## src/rtl/regfile_pkg.sv

```systemverilog
`default_nettype none
// ============================================================================
//  Module      : regfile_pkg
//  Description : Shared constants and types for the register-file write port
//                controller and its busy scoreboard.
//  Revision    : 1.0 - initial release
// ============================================================================
package regfile_pkg;

    localparam int DATA_W   = 32;
    localparam int ADDR_W   = 5;
    localparam int NUM_REGS = 32;

    // NORMAL: writeback has priority. FORCE: one cycle in which the MDU
    // owns the write port and writeback is stalled.
    typedef enum logic [0:0] {
        NORMAL = 1'b0,
        FORCE  = 1'b1
    } wport_state_t;

endpackage : regfile_pkg
`default_nettype wire

```

## src/rtl/regfile_scoreboard.sv

```systemverilog
`default_nettype none
// ============================================================================
//  Module      : regfile_scoreboard
//  Description : Busy bits for registers with an MDU result still in flight.
//                Set on issue, cleared on MDU handshake; set wins a collision.
//                Entry 0 (x0) is never busy.
//  Revision    : 1.0 - initial release
// ============================================================================
module regfile_scoreboard
    import regfile_pkg::*;
#(
    parameter int ADDR_W   = regfile_pkg::ADDR_W,
    parameter int NUM_REGS = regfile_pkg::NUM_REGS
) (
    input  logic              clk,
    input  logic              reset,      // asynchronous, active-low
    input  logic              i_setEn,
    input  logic [ADDR_W-1:0] i_setAddr,
    input  logic              i_clrEn,
    input  logic [ADDR_W-1:0] i_clrAddr,
    input  logic [ADDR_W-1:0] i_rdAddrA,
    input  logic [ADDR_W-1:0] i_rdAddrB,
    output logic              o_rdBusyA,
    output logic              o_rdBusyB
);

    logic [NUM_REGS-1:0] r_busy;
    logic [NUM_REGS-1:0] w_busyNext;

    // Clear first so that a same-cycle set on the same register wins.
    always_comb begin
        w_busyNext = r_busy;
        if (i_clrEn) begin
            w_busyNext[i_clrAddr] = 1'b0;
        end
        if (i_setEn && (i_setAddr != '0)) begin
            w_busyNext[i_setAddr] = 1'b1;
        end
        w_busyNext[0] = 1'b0;
    end

    // Busy vector register.
    always_ff @(posedge clk or negedge reset) begin
        if (!reset) begin
            r_busy <= '0;
        end else begin
            r_busy <= w_busyNext;
        end
    end

    // Reads come from the register only; a clear becomes visible next cycle.
    assign o_rdBusyA = r_busy[i_rdAddrA];
    assign o_rdBusyB = r_busy[i_rdAddrB];

endmodule : regfile_scoreboard
`default_nettype wire

```

## src/rtl/regfile_wport_ctrl.sv

```systemverilog
`default_nettype none
// ============================================================================
//  Module      : regfile_wport_ctrl
//  Description : Arbitrates the single RegFile write port between writeback
//                and the MDU, forces an MDU grant after STARVE_LIMIT blocked
//                cycles, and tracks in-flight MDU destinations.
//  Revision    : 1.0 - initial release
// ============================================================================
module regfile_wport_ctrl
    import regfile_pkg::*;
#(
    parameter int DATA_W       = regfile_pkg::DATA_W,
    parameter int ADDR_W       = regfile_pkg::ADDR_W,
    parameter int STARVE_LIMIT = 4
) (
    input  logic              clk,
    input  logic              reset,      // asynchronous, active-low
    input  logic              wb_we,
    input  logic [ADDR_W-1:0] wb_addr,
    input  logic [DATA_W-1:0] wb_data,
    input  logic              mdu_valid,
    input  logic [ADDR_W-1:0] mdu_addr,
    input  logic [DATA_W-1:0] mdu_data,
    output logic              mdu_ready,
    input  logic              issue_valid,
    input  logic [ADDR_W-1:0] issue_addr,
    input  logic [ADDR_W-1:0] rs1,
    input  logic [ADDR_W-1:0] rs2,
    output logic              rs1_busy,
    output logic              rs2_busy,
    output logic              stall_wb,
    output logic              regWrite,
    output logic [ADDR_W-1:0] writeReg,
    output logic [DATA_W-1:0] writeData
);

    localparam int          CNT_W     = $clog2(STARVE_LIMIT + 1);
    localparam logic [CNT_W-1:0] C_LIMIT = CNT_W'(STARVE_LIMIT);

    wport_state_t     r_state;
    wport_state_t     w_stateNext;
    logic [CNT_W-1:0] r_starveCnt;
    logic [CNT_W-1:0] w_starveCntNext;
    logic             w_wbReq;
    logic             w_wbGrant;
    logic             w_mduGrant;

    // Arbitration, write-port drive and starvation bookkeeping. Grants are
    // gated by reset so the port is quiet while reset is held.
    always_comb begin
        w_wbReq         = wb_we && (wb_addr != '0);
        w_wbGrant       = reset && (r_state == NORMAL) && w_wbReq;
        w_mduGrant      = reset && mdu_valid && ((r_state == FORCE) || !w_wbReq);
        regWrite        = 1'b0;
        writeReg        = '0;
        writeData       = '0;
        w_starveCntNext = '0;
        w_stateNext     = r_state;

        if (w_wbGrant) begin
            regWrite  = 1'b1;
            writeReg  = wb_addr;
            writeData = wb_data;
        end else if (w_mduGrant) begin
            regWrite  = (mdu_addr != '0);
            writeReg  = mdu_addr;
            writeData = mdu_data;
        end

        if (mdu_valid && !w_mduGrant) begin
            w_starveCntNext = r_starveCnt + CNT_W'(1);
        end

        case (r_state)
            NORMAL: if (w_starveCntNext == C_LIMIT) w_stateNext = FORCE;
            FORCE:  if (w_mduGrant || !mdu_valid)   w_stateNext = NORMAL;
            default: w_stateNext = NORMAL;
        endcase
    end

    // State and starvation counter registers.
    always_ff @(posedge clk or negedge reset) begin
        if (!reset) begin
            r_state     <= NORMAL;
            r_starveCnt <= '0;
        end else begin
            r_state     <= w_stateNext;
            r_starveCnt <= w_starveCntNext;
        end
    end

    assign mdu_ready = w_mduGrant;
    assign stall_wb  = (r_state == FORCE);

    regfile_scoreboard #(
        .ADDR_W   (ADDR_W),
        .NUM_REGS (1 << ADDR_W)
    ) u_scoreboard (
        .clk       (clk),
        .reset     (reset),
        .i_setEn   (issue_valid),
        .i_setAddr (issue_addr),
        .i_clrEn   (w_mduGrant),
        .i_clrAddr (mdu_addr),
        .i_rdAddrA (rs1),
        .i_rdAddrB (rs2),
        .o_rdBusyA (rs1_busy),
        .o_rdBusyB (rs2_busy)
    );

endmodule : regfile_wport_ctrl
`default_nettype wire

```

## config.mk

```make
export PLATFORM = sky130hd
export DESIGN_NAME = regfile_wport_ctrl
export DESIGN_NICKNAME = d
export VERILOG_FILES = /design/src/rtl/regfile_pkg.sv /design/src/rtl/regfile_scoreboard.sv /design/src/rtl/regfile_wport_ctrl.sv
export SDC_FILE = /design/constraint.sdc
export NUM_CORES = 1
export LEC_CHECK = 0
export ABC_AREA = 1
export BUFFER_PORTS_ARGS = -buffer_cell sky130_fd_sc_hd__buf_4
export CORE_ASPECT_RATIO = 0.9
export CORE_MARGIN = 2
export CORE_UTILIZATION = 45
export DETAILED_ROUTE_END_ITERATION = 16
export GPL_ROUTABILITY_DRIVEN = 0
export GPL_TIMING_DRIVEN = 1
export PLACE_DENSITY = 0.9
export SLEW_MARGIN = 30
export SYNTH_ARGS = -nofsm -noshare
export SYNTH_HDL_FRONTEND = slang
export SYNTH_SLANG_ARGS = --single-unit
```

## constraint.sdc

```tcl
create_clock -name clk -period 2.05 [get_ports clk]
set_input_delay 0.3075 -clock clk [delete_from_list [all_inputs] [get_ports clk]]
set_output_delay 0.3075 -clock clk [all_outputs]
set_load 0.005 [all_outputs]
```

# Word-level counts from Yosys, hierarchy flattened
# Cells that the tools add are included.
# W data, S select, Z words.
[totals]
out_inout_bits = 42
wordCells = 52
regBits = 35
in_bits = 94
[classes]
addsub = 1
eq_ne = 1
reduce_logical = 17
muxes = 20
n_lt_le_gt_ge = 6
bitwise_logic = 4
[ops]
columns = ["op", "count"]
rows = [
  ["$mux W32", 4],
  ["$and A32 B32 Y32", 1],
  ["$not A32 Y32", 1],
  ["$or A32 B32 Y32", 1],
  ["$lt A5 B6 Y1 const B", 4],
  ["$reduce_bool A5 Y1", 3],
  ["$bmux W1 S5", 2],
  ["$demux W1 S5", 2],
  ["$ge A5 B1 Y1 const B", 2],
  ["$mux W5", 2],
  ["$logic_and A1 B1 Y1", 9],
  ["$mux W1", 8],
  ["$add A3 B1 Y3 const B", 1],
  ["$eq A3 B3 Y1 const B", 1],
  ["$logic_not A1 Y1", 3],
  ["$mux W3", 1],
  ["$logic_or A1 B1 Y1", 2],
  ["$pmux W1 S2", 1],
  ["$not A1 Y1", 1],
]

# Longest topological paths before layout
[logic_depth]
ltp_word = 11
mapped_depth = 11
depth_no_buf = 9

# Cells and area by module
# From an unflattened synthesis, not the netlist that was laid out.
[hier_totals]
cells_unflattened = 446
hier_area_um2 = 2975.4
[modules_own_cells]
columns = ["mod", "n_inst", "area_each_um2", "cells_each", "seq_area_each_um2"]
rows = [
  ["regfile_scoreboard", 1, 1951.9, 283, 775.7],
  ["regfile_wport_ctrl", 1, 1023.5, 163, 100.1],
]

# Worst setup path before layout
# No wires, ideal clock.
[synth_timing]
path_type = "register to output"
startpoint = "register r_state (netlist: stall_wb)"
endpoint = "output writeData[17]"
arrival_time_ns = 1.062
setup_slack_ns = 0.680
path_stages_with_launch = 6
n_path_buf = 2
required_ns = 1.742
cell_sequence = "dfrtp_1 -> inv_1 -> nand4_1 -> buf_4 -> clkbuf_1 -> o21ai_0"
[synth_via]
elab_chain_cells = 4
elab_cells_between_ends = 7
cone_classes = "2 x mux; 1 x bitwise; 4 x reduce/logical"
[synth_lines]
columns = ["item", "line", "text"]
rows = [
  ["from (decl)", "regfile_wport_ctrl.sv:40", "wport_state_t r_state;"],
  ["from (signal assigned)", "regfile_wport_ctrl.sv:87", "r_state <= w_stateNext;"],
  ["$logic_or A1 B1 Y1 or $not A1 Y1 (tied branches)", "--", ""],
  ["$logic_and A1 B1 Y1, on equally long branches", "regfile_wport_ctrl.sv:53, regfile_wport_ctrl.sv:52", ""],
  ["$mux W32 or $logic_and A1 B1 Y1 (tied branches)", "regfile_wport_ctrl.sv:64, regfile_wport_ctrl.sv:52", ""],
  ["$mux W32 (*)", "regfile_wport_ctrl.sv:60", "if (w_wbGrant) begin"],
  ["to (decl)", "regfile_wport_ctrl.sv:34", "output logic [DATA_W-1:0] writeData"],
]
# Mark *: on every way between the ends. The rest lies on a longest branch, timed or not.

# Worst setup path in the final report
[layout_timing]
startpoint = "register r_state (netlist: stall_wb)"
endpoint = "output writeData[24]"
# The elaborated chain is that of the path after synthesis.

==> results by group <==
Min path
  • Hold crit path type: input pin to asynchronous set/reset pin

Job
  • Max Cap Viol: 0

STA
  • Final Hold Vio Count: 0
  • Fmax: 0.519 GHz
  • RSZ-0062 raised after global routing: no
  • Setup total negative slack: 0 ps
  • Worst-Margin Slew: 638 ps
  • Slew Viols, Final: 0
  • Relative slew slack: 57.3%
  • Final Cycle Share: 94.0%
  • Worst Skew: 4.60 ps
  • Fin crit period: 1930 ps
  • Final Setup Violations: 0

Finish
  • Layout cells sized above 1: 25.7%
  • Fin area: 4050 sq um
  • Area Overhead vs Synth: 40.1%
  • Final #Nets: 717
  • Antenna Cells: 0

Place
  • HPWL Detailed: 7860 microns
  • Placed Area: 3940 sq um
  • IO buf count: 135

Drt
  • Routed wire per std cell: 14.3 microns
  • Vias/cell: 5.22
  • Post-route ant nets: 0
  • Final WL: 10100 microns
  • First-pass detailed-route iteration total: 5
  • Initial DRC Count: 301
  • DR vias: 3704
  • Post-route DRC: 0

Clocking
  • CTS tree: yes
  • Clock Latency Late Sink: 290 ps
  • Hold buffer count at cts: 0
  • CTS buffer count: 5
  • CTS sink cnt: 35
  • Root Driver: clkbuf_8
  • H-tree Lvls: 2
  • Clock-pin slew on the worst setup and hold paths: 70 ps
  • Max clock buf depth: 2

Die
  • Initial Util: 47.0%
  • I/O Pins: 136
  • Die Y: 80.0 microns
  • Core region area: 6150 sq um
  • Die width: 88.5 microns
  • # rows: 27
  • Die Area: 7080 sq um

Power
  • Clk pwr share: 23.9%
  • Power density over the cells: 580 nW/um^2
  • Pint: 1520 uW
  • Worst vdd ir: 0.000274 V
  • Total power: 2350 uW
  • Flop pwr share: 42.5%
  • Net Sw Power: 830 uW
  • Power share of the combinational group: 33.6%
  • Pleak: 0.00219 uW
  • Switch share: 35.3%

GRT
  • Initial antenna violation count: 0
  • GR Layer Usage met2: 49.7%
  • Total gr overflow: 0
  • Met3 usage: 4.65%
  • Largest net degree at the start of global routing: 38
  • Global-route wire length before repair: 15900 microns
  • Most crowded layer after global routing: met2
  • GR Util met1: 36.9%
  • Vias in the first global route: 3440
  • GR Util All Layers: 28.8%

Yosys
  • Mapped Nets: 586
  • Synth cell types: 20
  • Yosys warns: 0
  • Post-synth top area cell: dfrtp_1
  • Sequential share of the synthesized area: 30.3%
  • Post-Syn Area: 2890 sq um
  • Synth Register Bits: 35
  • Cells after Synth: 491
  • Synth top area share: 30.3%
  • Syn_area_per_cell: 5.88 sq um
  • Ranking of synthesized cells by area: dfrtp_1 30%, nand2_1 28%, nand3_1 9.2%

Worst setup path
  • Kind of critical path: register to output pin
  • CP Data Required Time: 1740 ps
  • Origin of the critical flop-to-flop path: stall_wb$_DFF_PN0_
  • Startpoint types: register
  • Worst Setup SP: stall_wb$_DFF_PN0_
  • CP endpoint kind: output pin
  • Max FO, Critical Path: 13
  • Arrival time worst endpoint: 1620 ps

Run status
  • Status: complete, no violations
## worst max-delay path: stages (launching register included)
cell     delay (ps)
dfrtp_1         380
inv_1           120
nand3_1         100
nand2_1         120
inv_2           100
buf_4           190
nand2_1          70
o21ai_0          90
buf_4           150
## flip-flops by register name (all words and copies together) (netlist names)
name / flops
u_scoreboard.r_busy: 31
r_starveCnt: 3
stall_wb: 1
## power by group through the flow
stage / clock (uW) / sequential (uW) / combinational, uW
floorplan: 0 / 932 / 443
global placement: 0 / 990 / 743
detailed placement: 0 / 997 / 776
CTS: 559 / 985 / 782
global route: 592 / 1010 / 890
finish: 561 / 998 / 788
## final cells by class
class / count / area (sq um)
inverters: 71 / 267
clock inverters: 1 / 7.51
fillers: 555 / 2100
well taps: 87 / 109
multi-input cells: 366 / 1600
repair buffers: 143 / 1090
flip-flops and latches: 35 / 876
clock buffers: 7 / 96.3
## routing by layer
layer,vias up,share of wire (%)
li1,1805,-
met2,227,51
met1,1653,39
met4,0,1.6
met5,-,0
met3,19,9.2
## logic make-up (layout without fill, tap and decap cells)
logic type	Yosys count	count (layout)	share of synthesized area [%]
adder cells (fa/ha/maj)	1	1	0.433
flip-flops	35	35	30.3
AO/OA/AOI/OAI	70	70	12.3
buffers and inverters	90	222	14.2
AND/OR/NAND/NOR	294	294	42.4
XOR/XNOR	1	1	0.303
## synth_stat cells
library cell and n:
clkbuf_1 2, nor3_1 12, inv_1 68, nor3_2 5
buf_6 6, nand2_1 212, ha_1 1, xor2_1 1
o21ai_1 17, o22ai_1 5, dfrtp_1 35, nor2_1 9
nand3_1 53, buf_2 5, o21ai_0 47, and2_1 1
buf_4 6, inv_2 3, a21oi_1 1, nand4_1 2
## placed cells by master (no fill, tap or decap), types with 5 or more instances in the layout
cell / n
nand2_1: 212
buf_4: 141
inv_1: 67
nand3_1: 53
o21ai_0: 47
dfrtp_1: 35
o21ai_1: 17
nor3_1: 12
nor2_1: 9
clkbuf_8: 7
nor3_2: 5
o22ai_1: 5
## through the flow
stage / setup WS (ps) / hold WS, ps / utilization, % / std cells
2_1_floorplan: 680 / 11.9 / - / 491
3_3_place_gp: 266 / 404 / 64.1 / 702
3_5_place_dp: 178 / 412 / 64.1 / 702
4_1_cts: 85.4 / 100 / 65.8 / 710
5_1_grt: 19.1 / 113 / 65.8 / 710
6_report: 123 / 79.4 / 65.8 / 710
## final timing paths
path	cells past startpoint	slack [ps]	endpoint
hold / removal	2	80	u_scoreboard.r_busy[17]$_DFF_PN0_
max in group asynchronous	2	1650	u_scoreboard.r_busy[6]$_DFF_PN0_
setup / recovery	8	120	writeData[24]
hold reg to reg	1	490	r_starveCnt[0]$_DFF_PN0_
min in group clk	4	340	u_scoreboard.r_busy[24]$_DFF_PN0_
setup reg to reg	6	620	stall_wb$_DFF_PN0_
## timing repair
action	in CTS	in global routing
gates resized for setup	0	2
setup endpoints to repair	0	11
setup buffers	0	0
hold endpoints to repair	0	0
Power figures use the tool's default switching activity.
